[src/rtl/id_stage_pipelined_if.sv]
// ID stage bus: IF-side request, pipeline hazard inputs, writeback/status update
// ports and the registered ID/EXE outputs. slave = the ID stage, master = its environment.
interface id_stage_pipelined_if #(
   parameter int DATA_W = 32
);
   logic              in_valid;
   logic              in_ready;
   logic [DATA_W-1:0] pc_in;
   logic [31:0]       instruction;
   logic              flush;
   logic [3:0]        exe_dest;
   logic              exe_wb_en;
   logic              exe_mem_r_en;
   logic [3:0]        mem_dest;
   logic              mem_wb_en;
   logic              wb_en_in;
   logic [3:0]        wb_dest;
   logic [DATA_W-1:0] wb_value;
   logic              status_w_en;
   logic [3:0]        status_in;
   logic              out_valid;
   logic              out_ready;
   logic [DATA_W-1:0] pc_out;
   logic              mem_r_en;
   logic              mem_w_en;
   logic              wb_en;
   logic              s_out;
   logic              branch_taken;
   logic              imm;
   logic [3:0]        exec_cmd;
   logic [DATA_W-1:0] val_rn;
   logic [DATA_W-1:0] val_rm;
   logic [11:0]       shift_operand;
   logic [23:0]       signed_immed_24;
   logic [3:0]        dest;
   logic [3:0]        src1;
   logic [3:0]        src2;

   modport slave (
      input  in_valid, pc_in, instruction, flush,
      input  exe_dest, exe_wb_en, exe_mem_r_en, mem_dest, mem_wb_en,
      input  wb_en_in, wb_dest, wb_value, status_w_en, status_in, out_ready,
      output in_ready, out_valid, pc_out, mem_r_en, mem_w_en, wb_en, s_out,
      output branch_taken, imm, exec_cmd, val_rn, val_rm, shift_operand,
      output signed_immed_24, dest, src1, src2
   );

   modport master (
      output in_valid, pc_in, instruction, flush,
      output exe_dest, exe_wb_en, exe_mem_r_en, mem_dest, mem_wb_en,
      output wb_en_in, wb_dest, wb_value, status_w_en, status_in, out_ready,
      input  in_ready, out_valid, pc_out, mem_r_en, mem_w_en, wb_en, s_out,
      input  branch_taken, imm, exec_cmd, val_rn, val_rm, shift_operand,
      input  signed_immed_24, dest, src1, src2
   );
endinterface

[src/rtl/id_stage_pipelined.sv]
// ARM-subset decode stage: decode, regfile read, condition check, RAW hazard stall,
// registered ID/EXE output. Define ID_FORWARDING_EN to stall only on load-use.
module id_stage_pipelined #(
   parameter int DATA_W   = 32,
   parameter int NUM_REGS = 16
) (
   input logic                 clk,
   input logic                 rst,
   id_stage_pipelined_if.slave bus
);

   typedef struct packed {
      logic [DATA_W-1:0] pc;
      logic              mem_r_en;
      logic              mem_w_en;
      logic              wb_en;
      logic              s_out;
      logic              branch_taken;
      logic              imm;
      logic [3:0]        exec_cmd;
      logic [DATA_W-1:0] val_rn;
      logic [DATA_W-1:0] val_rm;
      logic [11:0]       shift_operand;
      logic [23:0]       signed_immed_24;
      logic [3:0]        dest;
      logic [3:0]        src1;
      logic [3:0]        src2;
   } id_exe_t;

   logic [DATA_W-1:0] rf_q [NUM_REGS];
   logic [DATA_W-1:0] rf_d [NUM_REGS];
   logic [3:0]        status_q, status_d;
   id_exe_t           pipe_q, pipe_d;
   logic              out_valid_q, out_valid_d;

   logic [3:0] cond, opcode, rn, rd, rm, src2;
   logic [1:0] mode;
   logic       i_bit, s_bit;
   assign cond   = bus.instruction[31:28];
   assign mode   = bus.instruction[27:26];
   assign i_bit  = bus.instruction[25];
   assign opcode = bus.instruction[24:21];
   assign s_bit  = bus.instruction[20];
   assign rn     = bus.instruction[19:16];
   assign rd     = bus.instruction[15:12];
   assign rm     = bus.instruction[3:0];

   // Read port with write-through so a same-cycle writeback is seen by this decode.
   function automatic logic [DATA_W-1:0] rf_read(input logic [3:0] a);
      if ({1'b0, a} >= 5'(NUM_REGS))                return '0;
      else if (bus.wb_en_in && (bus.wb_dest == a))  return bus.wb_value;
      else                                          return rf_q[a];
   endfunction

   function automatic logic cond_pass(input logic [3:0] c, input logic [3:0] nzcv);
      logic n, z, cf, v;
      {n, z, cf, v} = nzcv;
      case (c)
         4'h0:    return z;
         4'h1:    return ~z;
         4'h2:    return cf;
         4'h3:    return ~cf;
         4'h4:    return n;
         4'h5:    return ~n;
         4'h6:    return v;
         4'h7:    return ~v;
         4'h8:    return cf & ~z;
         4'h9:    return ~cf | z;
         4'hA:    return n == v;
         4'hB:    return n != v;
         4'hC:    return ~z & (n == v);
         4'hD:    return z | (n != v);
         4'hE:    return 1'b1;
         default: return 1'b0;
      endcase
   endfunction

   logic       dec_mem_r, dec_mem_w, dec_wb, dec_s, dec_br, dec_imm;
   logic [3:0] dec_cmd;
   logic       is_cmp_tst, known;

   always_comb begin
      dec_mem_r  = 1'b0;
      dec_mem_w  = 1'b0;
      dec_wb     = 1'b0;
      dec_s      = 1'b0;
      dec_br     = 1'b0;
      dec_imm    = 1'b0;
      dec_cmd    = 4'h0;
      is_cmp_tst = 1'b0;
      known      = 1'b1;
      case (mode)
         2'b00: begin
            case (opcode)
               4'b1101: dec_cmd = 4'b0001;
               4'b1111: dec_cmd = 4'b1001;
               4'b0100: dec_cmd = 4'b0010;
               4'b0101: dec_cmd = 4'b0011;
               4'b0010: dec_cmd = 4'b0100;
               4'b0110: dec_cmd = 4'b0101;
               4'b0000: dec_cmd = 4'b0110;
               4'b1100: dec_cmd = 4'b0111;
               4'b0001: dec_cmd = 4'b1000;
               4'b1010: begin dec_cmd = 4'b0100; is_cmp_tst = 1'b1; end
               4'b1000: begin dec_cmd = 4'b0110; is_cmp_tst = 1'b1; end
               default: known = 1'b0;
            endcase
            if (known) begin
               dec_wb  = ~is_cmp_tst;
               dec_s   = s_bit | is_cmp_tst;
               dec_imm = i_bit;
            end
         end
         2'b01: begin
            dec_cmd   = 4'b0010;
            dec_imm   = i_bit;
            dec_mem_r = s_bit;
            dec_wb    = s_bit;
            dec_mem_w = ~s_bit;
         end
         2'b10: begin
            dec_br  = 1'b1;
            dec_imm = i_bit;
         end
         default: ;
      endcase
   end

   logic is_str, rn_used, src2_used, hazard, cond_ok, advance;
   assign is_str    = (mode == 2'b01) & ~s_bit;
   assign src2      = is_str ? rd : rm;
   assign rn_used   = ~(((mode == 2'b00) & ((opcode == 4'b1101) | (opcode == 4'b1111)))
                        | (mode == 2'b10));
   assign src2_used = ((mode == 2'b00) & ~i_bit) | is_str;
   assign cond_ok   = cond_pass(cond, status_q);

`ifdef ID_FORWARDING_EN
   // Only a load in EXE cannot be forwarded in time.
   assign hazard = bus.exe_wb_en & bus.exe_mem_r_en &
                   ((rn_used & (rn == bus.exe_dest)) | (src2_used & (src2 == bus.exe_dest)));
`else
   assign hazard = (bus.exe_wb_en & ((rn_used & (rn == bus.exe_dest)) |
                                     (src2_used & (src2 == bus.exe_dest)))) |
                   (bus.mem_wb_en & ((rn_used & (rn == bus.mem_dest)) |
                                     (src2_used & (src2 == bus.mem_dest))));
`endif

   assign advance      = ~out_valid_q | bus.out_ready;
   assign bus.in_ready = rst & ~bus.flush & advance & ~hazard;

   id_exe_t dec;
   always_comb begin
      dec                 = '0;
      dec.pc              = bus.pc_in;
      dec.val_rn          = rf_read(rn);
      dec.val_rm          = rf_read(src2);
      dec.shift_operand   = bus.instruction[11:0];
      dec.signed_immed_24 = bus.instruction[23:0];
      dec.dest            = rd;
      dec.src1            = rn;
      dec.src2            = src2;
      // A failed condition still occupies the slot, just with no side effects.
      if (cond_ok) begin
         dec.mem_r_en     = dec_mem_r;
         dec.mem_w_en     = dec_mem_w;
         dec.wb_en        = dec_wb;
         dec.s_out        = dec_s;
         dec.branch_taken = dec_br;
         dec.imm          = dec_imm;
         dec.exec_cmd     = dec_cmd;
      end
   end

   always_comb begin
      pipe_d      = pipe_q;
      out_valid_d = out_valid_q;
      if (bus.flush) begin
         pipe_d      = '0;
         out_valid_d = 1'b0;
      end else if (advance) begin
         if (bus.in_valid && !hazard) begin
            pipe_d      = dec;
            out_valid_d = 1'b1;
         end else begin
            pipe_d      = '0;
            out_valid_d = 1'b0;
         end
      end
   end

   always_comb begin
      rf_d = rf_q;
      if (bus.wb_en_in && ({1'b0, bus.wb_dest} < 5'(NUM_REGS)))
         rf_d[bus.wb_dest] = bus.wb_value;
      status_d = bus.status_w_en ? bus.status_in : status_q;
   end

   always_ff @(posedge clk or negedge rst) begin
      if (!rst) begin
         for (int i = 0; i < NUM_REGS; i++) rf_q[i] <= '0;
         status_q    <= '0;
         pipe_q      <= '0;
         out_valid_q <= 1'b0;
      end else begin
         rf_q        <= rf_d;
         status_q    <= status_d;
         pipe_q      <= pipe_d;
         out_valid_q <= out_valid_d;
      end
   end

   assign bus.out_valid       = out_valid_q;
   assign bus.pc_out          = pipe_q.pc;
   assign bus.mem_r_en        = pipe_q.mem_r_en;
   assign bus.mem_w_en        = pipe_q.mem_w_en;
   assign bus.wb_en           = pipe_q.wb_en;
   assign bus.s_out           = pipe_q.s_out;
   assign bus.branch_taken    = pipe_q.branch_taken;
   assign bus.imm             = pipe_q.imm;
   assign bus.exec_cmd        = pipe_q.exec_cmd;
   assign bus.val_rn          = pipe_q.val_rn;
   assign bus.val_rm          = pipe_q.val_rm;
   assign bus.shift_operand   = pipe_q.shift_operand;
   assign bus.signed_immed_24 = pipe_q.signed_immed_24;
   assign bus.dest            = pipe_q.dest;
   assign bus.src1            = pipe_q.src1;
   assign bus.src2            = pipe_q.src2;

endmodule

[src/flat_wrapper.sv]
// flat-port wrapper written by rule: the top's interface ports become plain ports
module id_stage_pipelined_flat 
#(
   parameter int DATA_W   = 32,
   parameter int NUM_REGS = 16
)
  (clk, rst, bus_in_valid, bus_pc_in, bus_instruction, bus_flush, bus_exe_dest, bus_exe_wb_en, bus_exe_mem_r_en, bus_mem_dest, bus_mem_wb_en, bus_wb_en_in, bus_wb_dest, bus_wb_value, bus_status_w_en, bus_status_in, bus_out_ready, bus_in_ready, bus_out_valid, bus_pc_out, bus_mem_r_en, bus_mem_w_en, bus_wb_en, bus_s_out, bus_branch_taken, bus_imm, bus_exec_cmd, bus_val_rn, bus_val_rm, bus_shift_operand, bus_signed_immed_24, bus_dest, bus_src1, bus_src2);
  id_stage_pipelined_if #(.DATA_W(DATA_W)) bus_i ();
  input logic clk;
  input logic rst;
  input wire logic [$bits(bus_i.in_valid)-1:0] bus_in_valid;
  input wire logic [$bits(bus_i.pc_in)-1:0] bus_pc_in;
  input wire logic [$bits(bus_i.instruction)-1:0] bus_instruction;
  input wire logic [$bits(bus_i.flush)-1:0] bus_flush;
  input wire logic [$bits(bus_i.exe_dest)-1:0] bus_exe_dest;
  input wire logic [$bits(bus_i.exe_wb_en)-1:0] bus_exe_wb_en;
  input wire logic [$bits(bus_i.exe_mem_r_en)-1:0] bus_exe_mem_r_en;
  input wire logic [$bits(bus_i.mem_dest)-1:0] bus_mem_dest;
  input wire logic [$bits(bus_i.mem_wb_en)-1:0] bus_mem_wb_en;
  input wire logic [$bits(bus_i.wb_en_in)-1:0] bus_wb_en_in;
  input wire logic [$bits(bus_i.wb_dest)-1:0] bus_wb_dest;
  input wire logic [$bits(bus_i.wb_value)-1:0] bus_wb_value;
  input wire logic [$bits(bus_i.status_w_en)-1:0] bus_status_w_en;
  input wire logic [$bits(bus_i.status_in)-1:0] bus_status_in;
  input wire logic [$bits(bus_i.out_ready)-1:0] bus_out_ready;
  output wire logic [$bits(bus_i.in_ready)-1:0] bus_in_ready;
  output wire logic [$bits(bus_i.out_valid)-1:0] bus_out_valid;
  output wire logic [$bits(bus_i.pc_out)-1:0] bus_pc_out;
  output wire logic [$bits(bus_i.mem_r_en)-1:0] bus_mem_r_en;
  output wire logic [$bits(bus_i.mem_w_en)-1:0] bus_mem_w_en;
  output wire logic [$bits(bus_i.wb_en)-1:0] bus_wb_en;
  output wire logic [$bits(bus_i.s_out)-1:0] bus_s_out;
  output wire logic [$bits(bus_i.branch_taken)-1:0] bus_branch_taken;
  output wire logic [$bits(bus_i.imm)-1:0] bus_imm;
  output wire logic [$bits(bus_i.exec_cmd)-1:0] bus_exec_cmd;
  output wire logic [$bits(bus_i.val_rn)-1:0] bus_val_rn;
  output wire logic [$bits(bus_i.val_rm)-1:0] bus_val_rm;
  output wire logic [$bits(bus_i.shift_operand)-1:0] bus_shift_operand;
  output wire logic [$bits(bus_i.signed_immed_24)-1:0] bus_signed_immed_24;
  output wire logic [$bits(bus_i.dest)-1:0] bus_dest;
  output wire logic [$bits(bus_i.src1)-1:0] bus_src1;
  output wire logic [$bits(bus_i.src2)-1:0] bus_src2;
  assign bus_i.in_valid = bus_in_valid;
  assign bus_i.pc_in = bus_pc_in;
  assign bus_i.instruction = bus_instruction;
  assign bus_i.flush = bus_flush;
  assign bus_i.exe_dest = bus_exe_dest;
  assign bus_i.exe_wb_en = bus_exe_wb_en;
  assign bus_i.exe_mem_r_en = bus_exe_mem_r_en;
  assign bus_i.mem_dest = bus_mem_dest;
  assign bus_i.mem_wb_en = bus_mem_wb_en;
  assign bus_i.wb_en_in = bus_wb_en_in;
  assign bus_i.wb_dest = bus_wb_dest;
  assign bus_i.wb_value = bus_wb_value;
  assign bus_i.status_w_en = bus_status_w_en;
  assign bus_i.status_in = bus_status_in;
  assign bus_i.out_ready = bus_out_ready;
  assign bus_in_ready = bus_i.in_ready;
  assign bus_out_valid = bus_i.out_valid;
  assign bus_pc_out = bus_i.pc_out;
  assign bus_mem_r_en = bus_i.mem_r_en;
  assign bus_mem_w_en = bus_i.mem_w_en;
  assign bus_wb_en = bus_i.wb_en;
  assign bus_s_out = bus_i.s_out;
  assign bus_branch_taken = bus_i.branch_taken;
  assign bus_imm = bus_i.imm;
  assign bus_exec_cmd = bus_i.exec_cmd;
  assign bus_val_rn = bus_i.val_rn;
  assign bus_val_rm = bus_i.val_rm;
  assign bus_shift_operand = bus_i.shift_operand;
  assign bus_signed_immed_24 = bus_i.signed_immed_24;
  assign bus_dest = bus_i.dest;
  assign bus_src1 = bus_i.src1;
  assign bus_src2 = bus_i.src2;
  id_stage_pipelined #(.DATA_W(DATA_W), .NUM_REGS(NUM_REGS)) u_core (.clk(clk), .rst(rst), .bus(bus_i));
endmodule
[config.mk]
export PLATFORM = sky130hd
export DESIGN_NAME = id_stage_pipelined_flat
export DESIGN_NICKNAME = d
export VERILOG_FILES = /design/src/rtl/id_stage_pipelined_if.sv /design/src/rtl/id_stage_pipelined.sv /design/src/flat_wrapper.sv
export SDC_FILE = /design/constraint.sdc
export NUM_CORES = 1
export LEC_CHECK = 0
export CORE_ASPECT_RATIO = 1.4
export CORE_MARGIN = 2
export CORE_UTILIZATION = 50
export CTS_CLUSTER_DIAMETER = 50
export DETAILED_ROUTE_END_ITERATION = 10
export PLACE_DENSITY = 0.81
export SLEW_MARGIN = 20
export SYNTH_ARGS = -nofsm -noshare
export SYNTH_HDL_FRONTEND = slang
export SYNTH_SLANG_ARGS = --single-unit
[constraint.sdc]
create_clock -name clk -period 2.5 [get_ports clk]
set_input_delay 0.375 -clock clk [delete_from_list [all_inputs] [get_ports clk]]
set_output_delay 0.375 -clock clk [all_outputs]
set_load 0.05 [all_outputs]
# Word-level counts from Yosys, hierarchy flattened

Index checks and enable logic that the tools add are counted.

Register bits: 671
Input bits: 122
Output and inout bits: 156
Word-level logic and storage cells: 158

Order comparisons: 4
Eq/ne operators: 34
Multiplexer cells: 35
Bitwise gates (word level): 38
Reductions and logical operators: 14

Operator list:

| kind                                                        | number |
|---|---|
| bitwise mux 512 bit                                         | 1 |
| two-way mux 154 bit                                         | 3 |
| binary-select mux 32 bit (select 4 bit)                     | 2 |
| two-way mux 32 bit                                          | 7 |
| demux 32 bit (select 4 bit)                                 | 1 |
| == test 4 bit (second input constant)                       | 12 |
| case mux 4 bit (9 select lines)                             | 1 |
| == test 4 x 3 -> 1 bit (second input constant)              | 7 |
| == test 4 bit                                               | 6 |
| greater-or-equal comparator 5 bit (second input constant)   | 3 |
| inverter 4 -> 5 bit                                         | 3 |
| case mux 1 bit (15 select lines)                            | 1 |
| AND 1 bit                                                   | 14 |
| two-way mux 1 bit                                           | 14 |
| == test 4 x 2 -> 1 bit (second input constant)              | 3 |
| inverter 1 bit                                              | 11 |
| OR reduction 11 bit                                         | 1 |
| two-way mux 10 bit                                          | 1 |
| OR 1 bit                                                    | 10 |
| == test 4 x 1 -> 1 bit (second input constant)              | 2 |
| logical NOT 4 bit                                           | 2 |
| case mux 4 bit (2 select lines)                             | 1 |
| OR reduction 2 bit                                          | 4 |
| less-than comparator 5 x 1 -> 1 bit (second input constant) | 1 |
| 10 further kinds                                            | 14 |

# Depth between registers and ports, before layout

Gate-level depths: netlist of run 1.

Depth in word-level cells: 14
Gate-level depth with buffers: 14
Depth with buffers taken out: 9

# Worst setup path after synthesis of run 1

OpenSTA, ideal clock, no wires.

Path kind: in2out
Start: in bus_instruction[27]
End: out bus_in_ready
Data arrival time: 2,512 ps
Required time: 2,125 ps
Path slack: -387 ps
Stages on the path: 9
Path buffers: 2
Cell sequence: inv_1 -> ha_1 -> nor2b_1 -> buf_4 -> buf_6 -> nand3_1 -> o22ai_1 -> o211a_1 -> nor3_1

Word-level cells in the longest chain between the ends: 10
Elaborated cells between the ends (all ways): 23
Those cells by class: eq/ne: 4; mux: 1; bitwise: 17; reduce/logical: 1

Ends and longest elaborated chain:

| item                                                               | line                                                                            | RTL |
|---|---|---|
| from (decl)                                                        | flat_wrapper.sv:13                                                              | `input wire logic [$bits(bus_i.instruction)-1:0] bus_instruction;` |
| == test 2 x 1 -> 1 bit / logical NOT 2 bit (equally long branches) | id_stage_pipelined.sv:130, id_stage_pipelined.sv:132, id_stage_pipelined.sv:134 |  |
| AND 1 bit (on tied branches)                                       | id_stage_pipelined.sv:130, id_stage_pipelined.sv:132                            |  |
| two-way mux 4 bit / OR 1 bit (equally long branches)               | id_stage_pipelined.sv:131, id_stage_pipelined.sv:133                            |  |
| == test 4 bit (tied with other cells)                              | id_stage_pipelined.sv:143                                                       | `(src2_used & (src2 == bus.exe_dest)))) \|` |
| AND 1 bit (on tied branches)                                       | --                                                                              |  |
| OR 1 bit (on tied branches)                                        | id_stage_pipelined.sv:142, id_stage_pipelined.sv:144                            |  |
| AND 1 bit (on tied branches)                                       | id_stage_pipelined.sv:142, id_stage_pipelined.sv:144                            |  |
| OR 1 bit (*)                                                       | id_stage_pipelined.sv:143                                                       |  |
| inverter 1 bit (*)                                                 | id_stage_pipelined.sv:149                                                       | `assign bus.in_ready = rst & ~bus.flush & advance & ~hazard;` |
| AND 1 bit (*)                                                      | id_stage_pipelined.sv:149                                                       |  |
| to (decl)                                                          | flat_wrapper.sv:26                                                              | `output wire logic [$bits(bus_i.in_ready)-1:0] bus_in_ready;` |

Mark *: on every way between the ends. The rest lies on a longest branch, timed or not.

# Worst setup path in the final report of run 1

Ends and elaborated chain as after synthesis.

==> run_summary.xml, run 1 <==
<?xml version="1.0" encoding="UTF-8"?>
<metrics>
  <group name="run_status">
    <metric name="status" unit="">completed</metric>
  </group>
  <group name="worst_setup_path">
    <metric name="critPathMostFrequentCell" unit="">sky130_fd_sc_hd__nor3_4</metric>
    <metric name="critical_path.startpoint_type" unit="">input pin</metric>
    <metric name="crit_fanout" unit="">7</metric>
    <metric name="path_buf_inv" unit="">5</metric>
    <metric name="worst_path_largest_cell_delay" unit="ns">0.30</metric>
    <metric name="end_kind" unit="">primary output</metric>
    <metric name="setup.worst_path.class" unit="">in -&gt; out</metric>
    <metric name="arrival_worst_endpoint" unit="ns">2.05</metric>
    <metric name="timing.critical_path.slowest_stage_cell" unit="">sky130_fd_sc_hd__a32o_2</metric>
    <metric name="crit_chain" unit="">dlygate4sd2_1, inv_2, ha_4, nor2b_4, buf_6, buf_4, nand2_1, a32o_2, nor3_4, nor3_4, buf_12</metric>
    <metric name="timing.critical_path.required" unit="ns">2.12</metric>
    <metric name="cp_top_family" unit="">buffers and inverters</metric>
  </group>
  <group name="synthesis">
    <metric name="area_contributors_post_synth" unit="">sky130_fd_sc_hd__dfrtp_1 49%, sky130_fd_sc_hd__mux2_2 18%, sky130_fd_sc_hd__mux4_2 9.9%, sky130_fd_sc_hd__mux2i_1 6.0%, sky130_fd_sc_hd__a22o_1 2.4%</metric>
    <metric name="synth-main-ff-cell" unit="">sky130_fd_sc_hd__dfrtp_1</metric>
    <metric name="synth.ff_latch_count" unit="">651</metric>
    <metric name="post-synth-top-area-fraction" unit="%">48.7</metric>
    <metric name="ys_async_sr_fraction" unit="%">100</metric>
    <metric name="post_synth_inst_count" unit="">2575</metric>
    <metric name="yosysSeqAreaShare" unit="%">48.7</metric>
    <metric name="synth.yosys.warnings" unit="">0</metric>
    <metric name="netlist_area" unit="um^2">33400</metric>
    <metric name="synthesis.area_per_instance" unit="um^2">13.0</metric>
    <metric name="synth_edf_count" unit="">0</metric>
    <metric name="syn_nets" unit="">2701</metric>
    <metric name="yosysTopAreaCell" unit="">sky130_fd_sc_hd__dfrtp_1</metric>
    <metric name="netlist-cell-type-count" unit="">48</metric>
  </group>
  <group name="clock_network">
    <metric name="h_tree_level_count" unit="">2</metric>
    <metric name="ctsRootBufferMaster" unit="">sky130_fd_sc_hd__clkbuf_16</metric>
    <metric name="cts.path.max_buffers" unit="">3</metric>
    <metric name="count_of_clock_tree_sinks" unit="">651</metric>
    <metric name="clkTransAtPathRegs" unit="ns">0.07</metric>
    <metric name="tritoncts_clock_tree" unit="">yes</metric>
    <metric name="numCtsBuffers" unit="">58</metric>
    <metric name="clock_insertion_delay_at_the_later_pin_of_the_skew_report" unit="ns">0.65</metric>
  </group>
  <group name="flow_run">
    <metric name="cap_violations" unit="">0</metric>
  </group>
  <group name="cells_and_area">
    <metric name="finalInstanceArea" unit="um^2">41400</metric>
    <metric name="fin_nets" unit="">3033</metric>
    <metric name="layout.cells.most_common_list" unit="">651 x sky130_fd_sc_hd__dfrtp_1, 530 x sky130_fd_sc_hd__mux2_2, 265 x sky130_fd_sc_hd__clkdlybuf4s50_1</metric>
    <metric name="syn2layout_area_growth" unit="%">23.7</metric>
    <metric name="mostFrequentLayoutCell" unit="">sky130_fd_sc_hd__dfrtp_1</metric>
    <metric name="drive_gt1_share" unit="%">36.3</metric>
    <metric name="final_core_utilization" unit="%">62.3</metric>
    <metric name="fillers" unit="">4772</metric>
    <metric name="finalNonFillerCells" unit="">3811</metric>
  </group>
  <group name="placement">
    <metric name="final_replace_weighted_congestion" unit="">0.919</metric>
    <metric name="port-buffer-count" unit="">276</metric>
    <metric name="post_dp_cell_area" unit="um^2">39100</metric>
    <metric name="post-dp-hpwl" unit="mm">67.5</metric>
    <metric name="dp_cells" unit="">3697</metric>
    <metric name="post_place_worst_slack" unit="ns">-0.547</metric>
  </group>
  <group name="sta">
    <metric name="skew" unit="ns">0.0114</metric>
    <metric name="setup_failing_eps_final" unit="">0</metric>
    <metric name="final_period_minus_worst_setup_slack" unit="ns">2.43</metric>
    <metric name="fmaxAchievable" unit="MHz">412</metric>
    <metric name="final.period_utilization" unit="%">97.1</metric>
    <metric name="postLayoutSetupSlackWorst" unit="ns">0.0732</metric>
    <metric name="tightestPinTransition" unit="ns">0.961</metric>
    <metric name="report.final.hold_viol_count" unit="">0</metric>
    <metric name="slew_viol_final" unit="">0</metric>
    <metric name="timing.max_slew.rel_slack" unit="%">35.9</metric>
    <metric name="unrepaired_setup_endpoints_after_global_routing" unit="">no</metric>
  </group>
  <group name="drt">
    <metric name="route.detailed.vias_per_inst" unit="">6.61</metric>
    <metric name="final_antenna_net_count" unit="">0</metric>
    <metric name="detailroute.via_count" unit="">25174</metric>
    <metric name="detailedRoute.firstIterationViolations" unit="">2463</metric>
    <metric name="routed_wirelength_normalized_by_instance_count" unit="um">27.7</metric>
    <metric name="drcViolationCount" unit="">0</metric>
    <metric name="detailedRoute.firstPassIterationCount" unit="">6</metric>
    <metric name="totalWireLength" unit="mm">105</metric>
  </group>
  <group name="grt">
    <metric name="grt_overflow_total" unit="">0</metric>
    <metric name="grt_max_degree" unit="">172</metric>
    <metric name="grt_pass1_vias" unit="">26683</metric>
    <metric name="number_of_antenna_violations_at_the_first_check_in_global_routing" unit="">5</metric>
    <metric name="global_route_wire_length_before_repair" unit="mm">161</metric>
    <metric name="globalRouteTotalUtil" unit="%">30.5</metric>
  </group>
  <group name="power_and_ir_drop">
    <metric name="worst_ir_drop_vdd" unit="mV">0.539</metric>
    <metric name="fin_total_pwr" unit="mW">31.8</metric>
    <metric name="p_leak" unit="nW">17.6</metric>
    <metric name="p_per_area" unit="nW/um^2">770</metric>
  </group>
  <group name="floorplanning">
    <metric name="die_area" unit="um^2">69000</metric>
    <metric name="num_rows" unit="">112</metric>
    <metric name="fp.dieH" unit="um">310</metric>
    <metric name="dieWidth" unit="um">223</metric>
    <metric name="initial_utilization" unit="%">50.3</metric>
    <metric name="top_level_ports" unit="">278</metric>
    <metric name="core_region_area" unit="um^2">66400</metric>
  </group>
  <group name="worst_hold_path">
    <metric name="hold_class" unit="">in -&gt; reg</metric>
  </group>
</metrics>
metal layers:
layer / vias to the layer above / GRT usage (%) / share of wire, %
met5: - / 0 / 0.012
met4: 2 / 19.0 / 6.5
met3: 456 / 6.58 / 8.6
met2: 1453 / 51.1 / 49
met1: 12937 / 35.9 / 36
li1: 10326 / - / -
per-stage QoR:
step	setup TNS [ns]	hold slack, ns
final	0	0.115
after global routing	0	0.126
after CTS	0	0.0889
after detailed placement	-62.92	0.267
after global placement	-59.40	0.258
after floorplan	0	0.0794
sequential cells by signal (all words and copies together), names as in the netlist, 3 cells and up:
name	flops
u_core.bus.dest	3
u_core.bus.exec_cmd	4
u_core.bus.pc_out	32
u_core.bus.signed_immed_24	18
u_core.bus.src1	3
u_core.bus.src2	4
u_core.bus.val_rm	32
u_core.bus.val_rn	32
u_core.rf_q	512
u_core.status_q	4
path summary, 6_finish.rpt:
kind	to	startpoint	slack, ns	cells after the start
worst max-delay path	bus_in_ready	bus_instruction[27]	0.07	11
worst min-delay path	u_core.bus.signed_immed_24[19]	bus_instruction[19]	0.11	2
worst max register to register	u_core.bus.branch_taken	u_core.status_q[0]	0.47	6
worst min register to register	u_core.bus.exec_cmd[1]	u_core.bus.exec_cmd[1]	0.49	2
max in group asynchronous	u_core.rf_q[294]	rst	0.91	4
min in group asynchronous	u_core.rf_q[234]	rst	0.19	2
synth_stat cells, types with 12 or more instances:
master                       n
sky130_fd_sc_hd__dfrtp_1   651
sky130_fd_sc_hd__mux2_2    530
sky130_fd_sc_hd__nand2_1   201
sky130_fd_sc_hd__mux2i_1   200
sky130_fd_sc_hd__mux4_2    147
sky130_fd_sc_hd__clkbuf_1  141
sky130_fd_sc_hd__o22ai_1   103
sky130_fd_sc_hd__a21oi_1    94
sky130_fd_sc_hd__a22o_1     90
sky130_fd_sc_hd__buf_2      56
sky130_fd_sc_hd__o21ai_0    54
sky130_fd_sc_hd__nor4_1     34
sky130_fd_sc_hd__a32oi_1    32
sky130_fd_sc_hd__buf_4      32
sky130_fd_sc_hd__o21ai_1    25
sky130_fd_sc_hd__buf_1      24
sky130_fd_sc_hd__nor2_1     23
sky130_fd_sc_hd__mux2_1     17
sky130_fd_sc_hd__xnor2_1    17
sky130_fd_sc_hd__nand3_1    15
sky130_fd_sc_hd__xor2_1     12
layout make-up:
type                    instances  area (um^2)  area share (%)
well taps                     855         1070            2.59
repair buffers                527         5700            13.8
clock buffers                  76         1650            3.99
diodes                          4         10.0          0.0242
inverters                      10         37.5          0.0908
clock inverters                29          423            1.02
flip-flops and latches        651        16300            39.4
multi-input cells            1659        16200            39.1
report_power, final:
part | internal, mW | switching (mW) | leakage, nW
registers | 12.6 | 1.71 | 8.17
clock network | 5.68 | 4.14 | 1.01
logic | 4.21 | 3.46 | 8.43
what timing repair did:
item                       in CTS  in global routing
resized for setup              14                 11
buffers inserted                2                  2
pin swaps                       4                  4
setup endpoints to repair       1                  1
hold buffers                    1                  0
hold endpoints to repair       36                  0
logic make-up after synthesis:
| group | synth area share (%) |
|---|---|
| mux | 34.4 |
| buf+inv | 3.57 |
| flops | 48.7 |
| simple gates | 4.13 |
| xor+xnor | 0.760 |
| fa+ha+maj | 0.150 |
| compound gates | 8.22 |
(Power assumes the default switching activity.)
==> inputs of run 2 (changes only) <==
Settings changed: CTS_CLUSTER_DIAMETER 50 to 30.
==> run 2 against run 1 <==
- die area did not move
- largest cell class unchanged
- via count rose by 2.7%
- critical path depth fell by 3
- cell area rose by 3.8%
- register-to-register slack improved by 0.03 ns
- clock power rose by 52%
- non-clock buffer count did not move
- clock-buffer cell count rose by 47
- critical endpoint unchanged
==> run_summary.xml, run 2 (synthesized netlist as in run 1, its figures left out) <==
<?xml version="1.0" encoding="UTF-8"?>
<metrics>
  <group name="worst_setup_path">
    <metric name="timing.critical_path.required" unit="ns">2.12</metric>
    <metric name="setup.worst_path.class" unit="">in -&gt; out</metric>
    <metric name="end_kind" unit="">primary output</metric>
    <metric name="arrival_worst_endpoint" unit="ns">2.06</metric>
    <metric name="crit_fanout" unit="">3</metric>
    <metric name="worst-r2r-setup-slack" unit="ns">0.50</metric>
    <metric name="critical_path.startpoint_type" unit="">input pin</metric>
  </group>
  <group name="drt">
    <metric name="detailedRoute.firstIterationViolations" unit="">2379</metric>
    <metric name="route.detailed.vias_per_inst" unit="">6.63</metric>
    <metric name="detailroute.via_count" unit="">25844</metric>
    <metric name="drcViolationCount" unit="">0</metric>
    <metric name="routed_wirelength_normalized_by_instance_count" unit="um">28.1</metric>
    <metric name="detailedRoute.firstPassIterationCount" unit="">6</metric>
    <metric name="totalWireLength" unit="mm">109</metric>
    <metric name="final_antenna_net_count" unit="">0</metric>
  </group>
  <group name="clock_network">
    <metric name="numCtsBuffers" unit="">106</metric>
    <metric name="cts.path.max_buffers" unit="">3</metric>
    <metric name="count_of_clock_tree_sinks" unit="">651</metric>
    <metric name="h_tree_level_count" unit="">3</metric>
    <metric name="clkTransAtPathRegs" unit="ns">0.05</metric>
    <metric name="clock_insertion_delay_at_the_later_pin_of_the_skew_report" unit="ns">0.67</metric>
    <metric name="ctsRootBufferMaster" unit="">sky130_fd_sc_hd__clkbuf_16</metric>
    <metric name="tritoncts_clock_tree" unit="">yes</metric>
  </group>
  <group name="cells_and_area">
    <metric name="finalNonFillerCells" unit="">3899</metric>
    <metric name="layout.cells.most_common_list" unit="">651 x sky130_fd_sc_hd__dfrtp_1, 530 x sky130_fd_sc_hd__mux2_2, 265 x sky130_fd_sc_hd__clkdlybuf4s50_1</metric>
    <metric name="finalInstanceArea" unit="um^2">42900</metric>
    <metric name="syn2layout_area_growth" unit="%">28.4</metric>
    <metric name="fin_nets" unit="">3081</metric>
    <metric name="largest_register_ffs" unit="">512</metric>
    <metric name="largest_register" unit="">u_core.rf_q</metric>
    <metric name="mostFrequentLayoutCell" unit="">sky130_fd_sc_hd__dfrtp_1</metric>
    <metric name="drive_gt1_share" unit="%">38.0</metric>
  </group>
  <group name="grt">
    <metric name="grt_pass1_vias" unit="">28034</metric>
    <metric name="global_route_wire_length_before_repair" unit="mm">167</metric>
    <metric name="number_of_antenna_violations_at_the_first_check_in_global_routing" unit="">4</metric>
    <metric name="grt.met3_usage" unit="%">7.67</metric>
    <metric name="gr-max-usage-layer" unit="">met2</metric>
    <metric name="globalRouteTotalUtil" unit="%">31.7</metric>
    <metric name="grt_max_degree" unit="">172</metric>
    <metric name="global_route.usage.met1" unit="%">36.2</metric>
    <metric name="grtUsageMet2" unit="%">52.3</metric>
    <metric name="grt_overflow_total" unit="">0</metric>
  </group>
  <group name="sta">
    <metric name="slew_viol_final" unit="">0</metric>
    <metric name="setup_failing_eps_final" unit="">0</metric>
    <metric name="final.period_utilization" unit="%">97.2</metric>
    <metric name="finalSetupTns" unit="ns">0</metric>
    <metric name="timing.hold.ws" unit="ns">0.0927</metric>
    <metric name="fmaxAchievable" unit="MHz">411</metric>
    <metric name="unrepaired_setup_endpoints_after_global_routing" unit="">no</metric>
    <metric name="final_period_minus_worst_setup_slack" unit="ns">2.43</metric>
    <metric name="postLayoutSetupSlackWorst" unit="ns">0.0694</metric>
    <metric name="report.final.hold_viol_count" unit="">0</metric>
    <metric name="timing.max_slew.rel_slack" unit="%">38.5</metric>
    <metric name="tightestPinTransition" unit="ns">0.922</metric>
    <metric name="skew" unit="ns">0.0235</metric>
  </group>
  <group name="floorplanning">
    <metric name="num_rows" unit="">112</metric>
    <metric name="fp.dieH" unit="um">310</metric>
    <metric name="core_region_area" unit="um^2">66400</metric>
    <metric name="top_level_ports" unit="">278</metric>
    <metric name="die_area" unit="um^2">69000</metric>
    <metric name="dieWidth" unit="um">223</metric>
    <metric name="initial_utilization" unit="%">50.3</metric>
  </group>
  <group name="placement">
    <metric name="final_replace_weighted_congestion" unit="">0.919</metric>
    <metric name="post_dp_cell_area" unit="um^2">39100</metric>
    <metric name="port-buffer-count" unit="">276</metric>
    <metric name="post_place_worst_slack" unit="ns">-0.547</metric>
    <metric name="dp_cells" unit="">3697</metric>
    <metric name="post-dp-hpwl" unit="mm">67.5</metric>
  </group>
  <group name="power_and_ir_drop">
    <metric name="p_per_area" unit="nW/um^2">864</metric>
    <metric name="worst_ir_drop_vdd" unit="mV">0.586</metric>
    <metric name="p_leak" unit="nW">18.3</metric>
  </group>
  <group name="worst_hold_path">
    <metric name="hold_class" unit="">in -&gt; reg</metric>
  </group>
  <group name="flow_run">
    <metric name="cap_violations" unit="">0</metric>
  </group>
  <group name="run_status">
    <metric name="status" unit="">completed</metric>
  </group>
</metrics>
[run 2: cell types whose count changed in the layout (fill, tap and decap cells not counted), moves of 2 or more]
| cell | previous run | this run |
|---|---|---|
| sky130_fd_sc_hd__clkbuf_16 | 59 | 106 |
| sky130_fd_sc_hd__clkinv_4 | 1 | 12 |
| sky130_fd_sc_hd__clkinvlp_4 | 5 | 14 |
| sky130_fd_sc_hd__clkinv_2 | 10 | 17 |
| sky130_fd_sc_hd__inv_6 | 3 | 9 |
| sky130_fd_sc_hd__clkbuf_1 | 6 | 11 |
| sky130_fd_sc_hd__clkbuf_8 | 12 | 7 |
| sky130_fd_sc_hd__bufinv_16 | 10 | 14 |
| sky130_fd_sc_hd__inv_16 | 0 | 2 |
| sky130_fd_sc_hd__inv_8 | 0 | 2 |
[run 2: worst paths after layout]
check                                        from  cells after the start                        endpoint
max                               bus_exe_dest[3]                      8                    bus_in_ready
min                           bus_instruction[19]                      2  u_core.bus.signed_immed_24[19]
max reg2reg                    u_core.status_q[0]                      6         u_core.bus.branch_taken
min reg2reg                u_core.bus.exec_cmd[1]                      2          u_core.bus.exec_cmd[1]
max in group asynchronous                     rst                      4            u_core.bus.val_rn[3]
min in group asynchronous                     rst                      2                u_core.rf_q[202]
[run 2: final cells by class]
type                            count  area (um^2)
Antenna cell                        3         7.51
Clock buffer                      123         2780
Clock inverter                     71          873
Fill cell                        4469        23500
Inverter                           10         37.5
Multi-Input combinational cell   1659        16200
Sequential cell                   651        16300
Tap cell                          855         1070
Timing Repair Buffer              527         5700
[run 2: timing repair]
| action | CTS | global route |
|---|---|---|
| hold buffers | 1 | 0 |
| setup endpoints to repair | 1 | 2 |
| endpoints found under the hold margin | 36 | 0 |
| gates resized for setup | 15 | 10 |
| setup buffers | 3 | 2 |
| pin swaps | 3 | 2 |
[run 2: report_power, final]
group          switching (mW)  internal, mW
Sequential               1.75          12.6
Combinational            3.54          4.21
Clock                    5.45          9.47
[run 2: critical path: stages]
cell and delay [ns]:
sky130_fd_sc_hd__clkdlybuf4s50_1 0.49, sky130_fd_sc_hd__xor2_1 0.20, sky130_fd_sc_hd__nor4_1 0.38, sky130_fd_sc_hd__o21ai_2 0.14, sky130_fd_sc_hd__buf_4 0.14, sky130_fd_sc_hd__nand3_1 0.11
sky130_fd_sc_hd__nor3_4 0.05, sky130_fd_sc_hd__buf_12 0.15
[run 2: stage by stage]
step	util, %	total power, mW
after global routing	64.6	38.3
after global placement	58.9	21.4
final	64.6	37.1
after CTS	64.6	37.0
after floorplan	-	19.1
after detailed placement	58.9	22.0
[run 2: metal layers]
| metal | vias to the layer above | wire [um] |
|---|---|---|
| li1 | 10475 | - |
| met1 | 13239 | 38700 |
| met2 | 1582 | 52800 |
| met3 | 546 | 9740 |
| met4 | 2 | 8220 |
| met5 | - | 13 |
